### src/rtl/serial_addsub.sv
// serial_addsub -- digit-serial two's-complement adder/subtractor.
//
// Processes DIGIT bits per clock, least-significant slice first, so an
// operation takes N = WIDTH/DIGIT cycles after the accepting edge. Result
// outputs only change on the cycle the last slice completes.
//
// Ports:
//   clk      : clock, all state changes on the rising edge
//   reset    : asynchronous, active-high reset
//   start    : operation request, sampled on a rising edge while idle
//   sub      : 0 = a + b, 1 = a - b (captured with start)
//   a, b     : WIDTH-bit signed operands (captured with start)
//   busy     : high while an operation is in progress
//   done     : one-cycle pulse when the result outputs were just updated
//   sum      : WIDTH-bit result, modulo 2^WIDTH
//   carryout : raw carry out of bit WIDTH-1 (no borrow inversion)
//   overflow : signed overflow (carry into MSB xor carry out of MSB)
//   zero     : high when sum is all zeros
//
// WIDTH must be >= 2 and an integer multiple of DIGIT.
module serial_addsub #(
  parameter int WIDTH = 8,
  parameter int DIGIT = 2
) (
  input  logic             clk,
  input  logic             reset,
  input  logic             start,
  input  logic             sub,
  input  logic [WIDTH-1:0] a,
  input  logic [WIDTH-1:0] b,
  output logic             busy,
  output logic             done,
  output logic [WIDTH-1:0] sum,
  output logic             carryout,
  output logic             overflow,
  output logic             zero
);

  localparam int N  = WIDTH / DIGIT;
  localparam int CW = (N > 1) ? $clog2(N) : 1;

  typedef enum logic {
    IDLE = 1'b0,
    BUSY = 1'b1
  } state_t;

  state_t           state_q, state_d;
  logic [WIDTH-1:0] a_q, a_d;
  logic [WIDTH-1:0] b_q, b_d;      // holds ~b for subtract
  logic [WIDTH-1:0] acc_q, acc_d;  // partial result, filled from the top
  logic [WIDTH-1:0] sum_q, sum_d;
  logic             carry_q, carry_d;
  logic             done_q, done_d;
  logic             co_q, co_d;
  logic             ov_q, ov_d;
  logic             zero_q, zero_d;
  logic [CW-1:0]    idx_q, idx_d;

  // Slice datapath: always works on the low DIGIT bits of the operand
  // shift registers, so no variable part-selects are needed.
  logic [DIGIT-1:0] a_sl, b_sl, s_sl;
  logic             c_out, c_msb;
  logic [WIDTH-1:0] acc_shift;
  logic             last_slice;

  always_comb begin
    a_sl = a_q[DIGIT-1:0];
    b_sl = b_q[DIGIT-1:0];
    {c_out, s_sl} = {1'b0, a_sl} + {1'b0, b_sl} + {{DIGIT{1'b0}}, carry_q};
    // Sum bit = a ^ b ^ carry-in, so the carry into the slice MSB is
    // recovered without a second adder.
    c_msb = s_sl[DIGIT-1] ^ a_sl[DIGIT-1] ^ b_sl[DIGIT-1];
    // New slice enters at the top; after N shifts the LSB slice sits at bit 0.
    acc_shift = (acc_q >> DIGIT) | (WIDTH'(s_sl) << (WIDTH - DIGIT));
    last_slice = (idx_q == CW'(N - 1));
  end

  always_comb begin
    state_d = state_q;
    a_d     = a_q;
    b_d     = b_q;
    acc_d   = acc_q;
    sum_d   = sum_q;
    carry_d = carry_q;
    done_d  = 1'b0;
    co_d    = co_q;
    ov_d    = ov_q;
    zero_d  = zero_q;
    idx_d   = idx_q;

    unique case (state_q)
      IDLE: begin
        if (start) begin
          a_d     = a;
          // Subtract as a + ~b + 1: invert b here, inject the +1 as carry-in.
          b_d     = sub ? ~b : b;
          carry_d = sub;
          acc_d   = '0;
          idx_d   = '0;
          state_d = BUSY;
        end
      end
      BUSY: begin
        a_d     = a_q >> DIGIT;
        b_d     = b_q >> DIGIT;
        carry_d = c_out;
        acc_d   = acc_shift;
        idx_d   = idx_q + CW'(1);
        if (last_slice) begin
          state_d = IDLE;
          done_d  = 1'b1;
          sum_d   = acc_shift;
          co_d    = c_out;
          ov_d    = c_msb ^ c_out;
          zero_d  = (acc_shift == '0);
        end
      end
      default: state_d = IDLE;
    endcase
  end

  always_ff @(posedge clk or posedge reset) begin
    if (reset) begin
      state_q <= IDLE;
      a_q     <= '0;
      b_q     <= '0;
      acc_q   <= '0;
      sum_q   <= '0;
      carry_q <= 1'b0;
      done_q  <= 1'b0;
      co_q    <= 1'b0;
      ov_q    <= 1'b0;
      zero_q  <= 1'b1;
      idx_q   <= '0;
    end else begin
      state_q <= state_d;
      a_q     <= a_d;
      b_q     <= b_d;
      acc_q   <= acc_d;
      sum_q   <= sum_d;
      carry_q <= carry_d;
      done_q  <= done_d;
      co_q    <= co_d;
      ov_q    <= ov_d;
      zero_q  <= zero_d;
      idx_q   <= idx_d;
    end
  end

  assign busy     = (state_q == BUSY);
  assign done     = done_q;
  assign sum      = sum_q;
  assign carryout = co_q;
  assign overflow = ov_q;
  assign zero     = zero_q;

endmodule

### config.mk
export PLATFORM = sky130hd
export DESIGN_NAME = serial_addsub
export DESIGN_NICKNAME = d
export VERILOG_FILES = /design/src/rtl/serial_addsub.sv
export SDC_FILE = /design/constraint.sdc
export NUM_CORES = 1
export LEC_CHECK = 0
export ABC_AREA = 1
export CAP_MARGIN = 20
export CELL_PAD_IN_SITES_DETAIL_PLACEMENT = 0
export CELL_PAD_IN_SITES_GLOBAL_PLACEMENT = 2
export CORE_ASPECT_RATIO = 0.6
export CORE_MARGIN = 2
export CORE_UTILIZATION = 34
export CTS_CLUSTER_DIAMETER = 60
export CTS_CLUSTER_SIZE = 30
export DETAILED_ROUTE_END_ITERATION = 16
export PLACE_DENSITY_LB_ADDON = 0.1
export RECOVER_POWER = 100
export SLEW_MARGIN = 0
export SYNTH_ARGS = -nofsm -noshare
export SYNTH_HDL_FRONTEND = slang
export SYNTH_SLANG_ARGS = --single-unit
export TNS_END_PERCENT = 50
### constraint.sdc
create_clock -name clk -period 2.8 [get_ports clk]
set_input_delay 0.56 -clock clk [delete_from_list [all_inputs] [get_ports clk]]
set_output_delay 0.56 -clock clk [all_outputs]
set_load 0.01 [all_outputs]
==> results.toml <==
[power]
leakage_nw = 0.994
peakVddDrop_uv = 431
powerDensity_nw_per_um2 = 1010

[clocking]
holdBufCountCts = 0
clk_pin_slew_ps = 70
htree_levels = 2
numCtsBuffers = 5
clock-sinks = 38
post_cts_buffers = 0
ctsResizeCount = 0
clk_latency_ps = 280
cts_root_buffer = "clkbuf_8"
clockBufferDepth = 2
tritoncts = "yes"

[logic_synthesis]
synth_top_area_share_pct = 54.4
yosysWarningCount = 0
synth_cells = 173
synth_nets = 196
yosysUniqueCellTypes = 24
avgSynthCellArea_um2 = 9.84
yosysSeqAreaShare_pct = 55.9
ys_top_cells_by_area = "dfrtp_1, nand2_1, xnor2_1, inv_1, o21ai_0"
ys_seq_elements = 38
synth_top_cell_by_area = "dfrtp_1"
netlist_area_um2 = 1700

[floorplanning]
core_um2 = 4680
die_width_um = 95.4
initial_core_util_pct = 36.4
die_area_um2 = 5610
rows = 19
ioPinCount = 33
die_h_um = 58.8

[cells_and_area]
nNetsFinal = 231
multi_input_area_um2 = 618
regArea_um2 = 952
utilization_pct = 45.6
diodes = 0
synthToLayoutAreaGrowth_pct = 25.3
fin_cells = 272
drive_above_1_share_pct = 6.22
num-fill-cells = 451

[grt]
grt_max_degree = 39
grt_pass1_vias = 1273
overflow = 0
grt.total_usage_pct = 14.3
antenna_found_initial = 0
grt_pass1_wl_um = 6020

[routing]
dr_wl_met2_um = 1390
drc = 0
avgRoutedWirePerCell_um = 12.5
route.met3.wl_um = 183
drt_iter0_drc = 35
top_layer_used = "met4"
dr.pass1.iters = 4
vias = 1256
wl_um = 3410
avgViaCountPerCell = 4.62
met1_length_um = 1820
antenna_left = 0

[sta]
relSlewSlack_pct = 21.6
slew_viol_final = 0
setup_viol = 0
fin_tns_setup_ps = 0
period_share_pct = 74.5
timing.final.hold_violations = 0
rsz0062_at_grt = "false"
fmax_mhz = 479
min_period_ps = 2090
tightest_slew_ps = 1170
finClkSkew_ps = 6.92

[placed_design]
port-buffer-count = 32
dpl.cell_count = 264
hpwl_um = 2450
gp_congestion = 0.715

[worst_setup_path]
worstSetupPathType = "input pin to flop"
ff2ff_setup_slack_ps = 920
critPathMaxFanout = 17
end_kind = "flop"
cpMaxStageDelayCell = "nor2_1"
crit_arrival_ps = 2270
max_stage_delay_ps = 880
start_kind = "input pin"
crit_chain = "dlygate4sd3_1 -> nor2_1 -> a22oi_1 -> o21ai_0"
critPathRequiredTime_ps = 2990

[flow_run]
drv_cap = 0

[min_path]
min_path_type = "flop to flop"

[run_status]
status = "finished, final reports clean"
state kept, by name (all words and copies together) (netlist names):
name / count
sum: 8
overflow: 1
idx_q: 2
carry_q: 1
b_q: 8
busy: 1
zero: 1
done: 1
carryout: 1
a_q: 8
acc_q: 6
layout by cell type, fill, tap and decap left out, types with 3 or more instances in the layout:
master            n
nand2_1          49
xnor2_1           8
clkdlybuf4s50_1  17
nor2_1            7
nand3_1           5
clkbuf_1          3
a22oi_1           5
a22o_1            3
inv_1            17
o21ai_0          17
clkbuf_8          5
dlygate4sd3_1    15
dfrtp_1          37
o22ai_1           6
where the power goes:
group | internal (mW) | switching [mW]
Sequential | 0.774 | 0.126
Combinational | 0.389 | 0.510
Clock | 0.177 | 0.178
Total | 1.34 | 0.813
worst max-delay path: cells and delay by family:
| kind | cells | cell delay [ps] |
|---|---|---|
| AND/OR/NAND/NOR | 1 | 880 |
| buffers and inverters | 1 | 550 |
| AO/OA/AOI/OAI | 2 | 270 |
cell families after synthesis:
logic type,share of synthesized area [%]
DFF,55.9
adders and majority gates,3.09
buffers and inverters,7.05
AOI/OAI and AO/OA,13.1
xor gates and xnor gates,4.11
and+or+nand+nor,16.8
synthesized netlist by cell type:
cell / number
inv_2: 4
nand3_1: 5
o21ai_1: 8
inv_1: 15
a22oi_2: 1
ha_1: 1
nand4_1: 1
nand2_2: 2
o22ai_1: 6
buf_2: 3
o21ai_0: 9
a22oi_1: 5
xnor2_1: 8
dfstp_2: 1
nor2_8: 1
nand2_1: 47
nor2_4: 2
a22o_1: 3
buf_6: 3
dfrtp_1: 37
o221ai_1: 1
nor2_1: 6
fa_1: 2
o211ai_1: 2
worst paths after layout:
check	startpoint	to	depth (start not counted)
worst max-delay path	start	b_q[2]	4
worst min-delay path	zero	zero	2
worst max register to register	b_q[0]	overflow	10
worst min register to register	zero	zero	2
max in group asynchronous	reset	b_q[4]	3
min in group asynchronous	reset	acc_q[5]	3
layer usage:
layer / vias up / GRT usage (%)
li1: 633 / -
met1: 600 / 21.2
met2: 21 / 20.1
met3: 2 / 4.87
met4: 0 / 3.73
met5: - / 0
cell type report:
cell class              count  area share [%]
clock buffers               8            3.75
inverters                  19            3.34
multi-input cells         110            29.0
flip-flops and latches     38            44.6
well taps                  63            3.70
repair buffers             34            15.6
stage by stage:
stage	instance area, um^2	power (mW)	hold WS (ps)	setup slack, ps
finish	2130	2.15	480	714
CTS	2150	2.24	484	899
global route	2130	2.37	506	533
detailed placement	2070	1.87	473	945
global placement	2070	1.85	459	973
floorplan	1700	1.55	453	1050
Power figures use the tool's default switching activity.
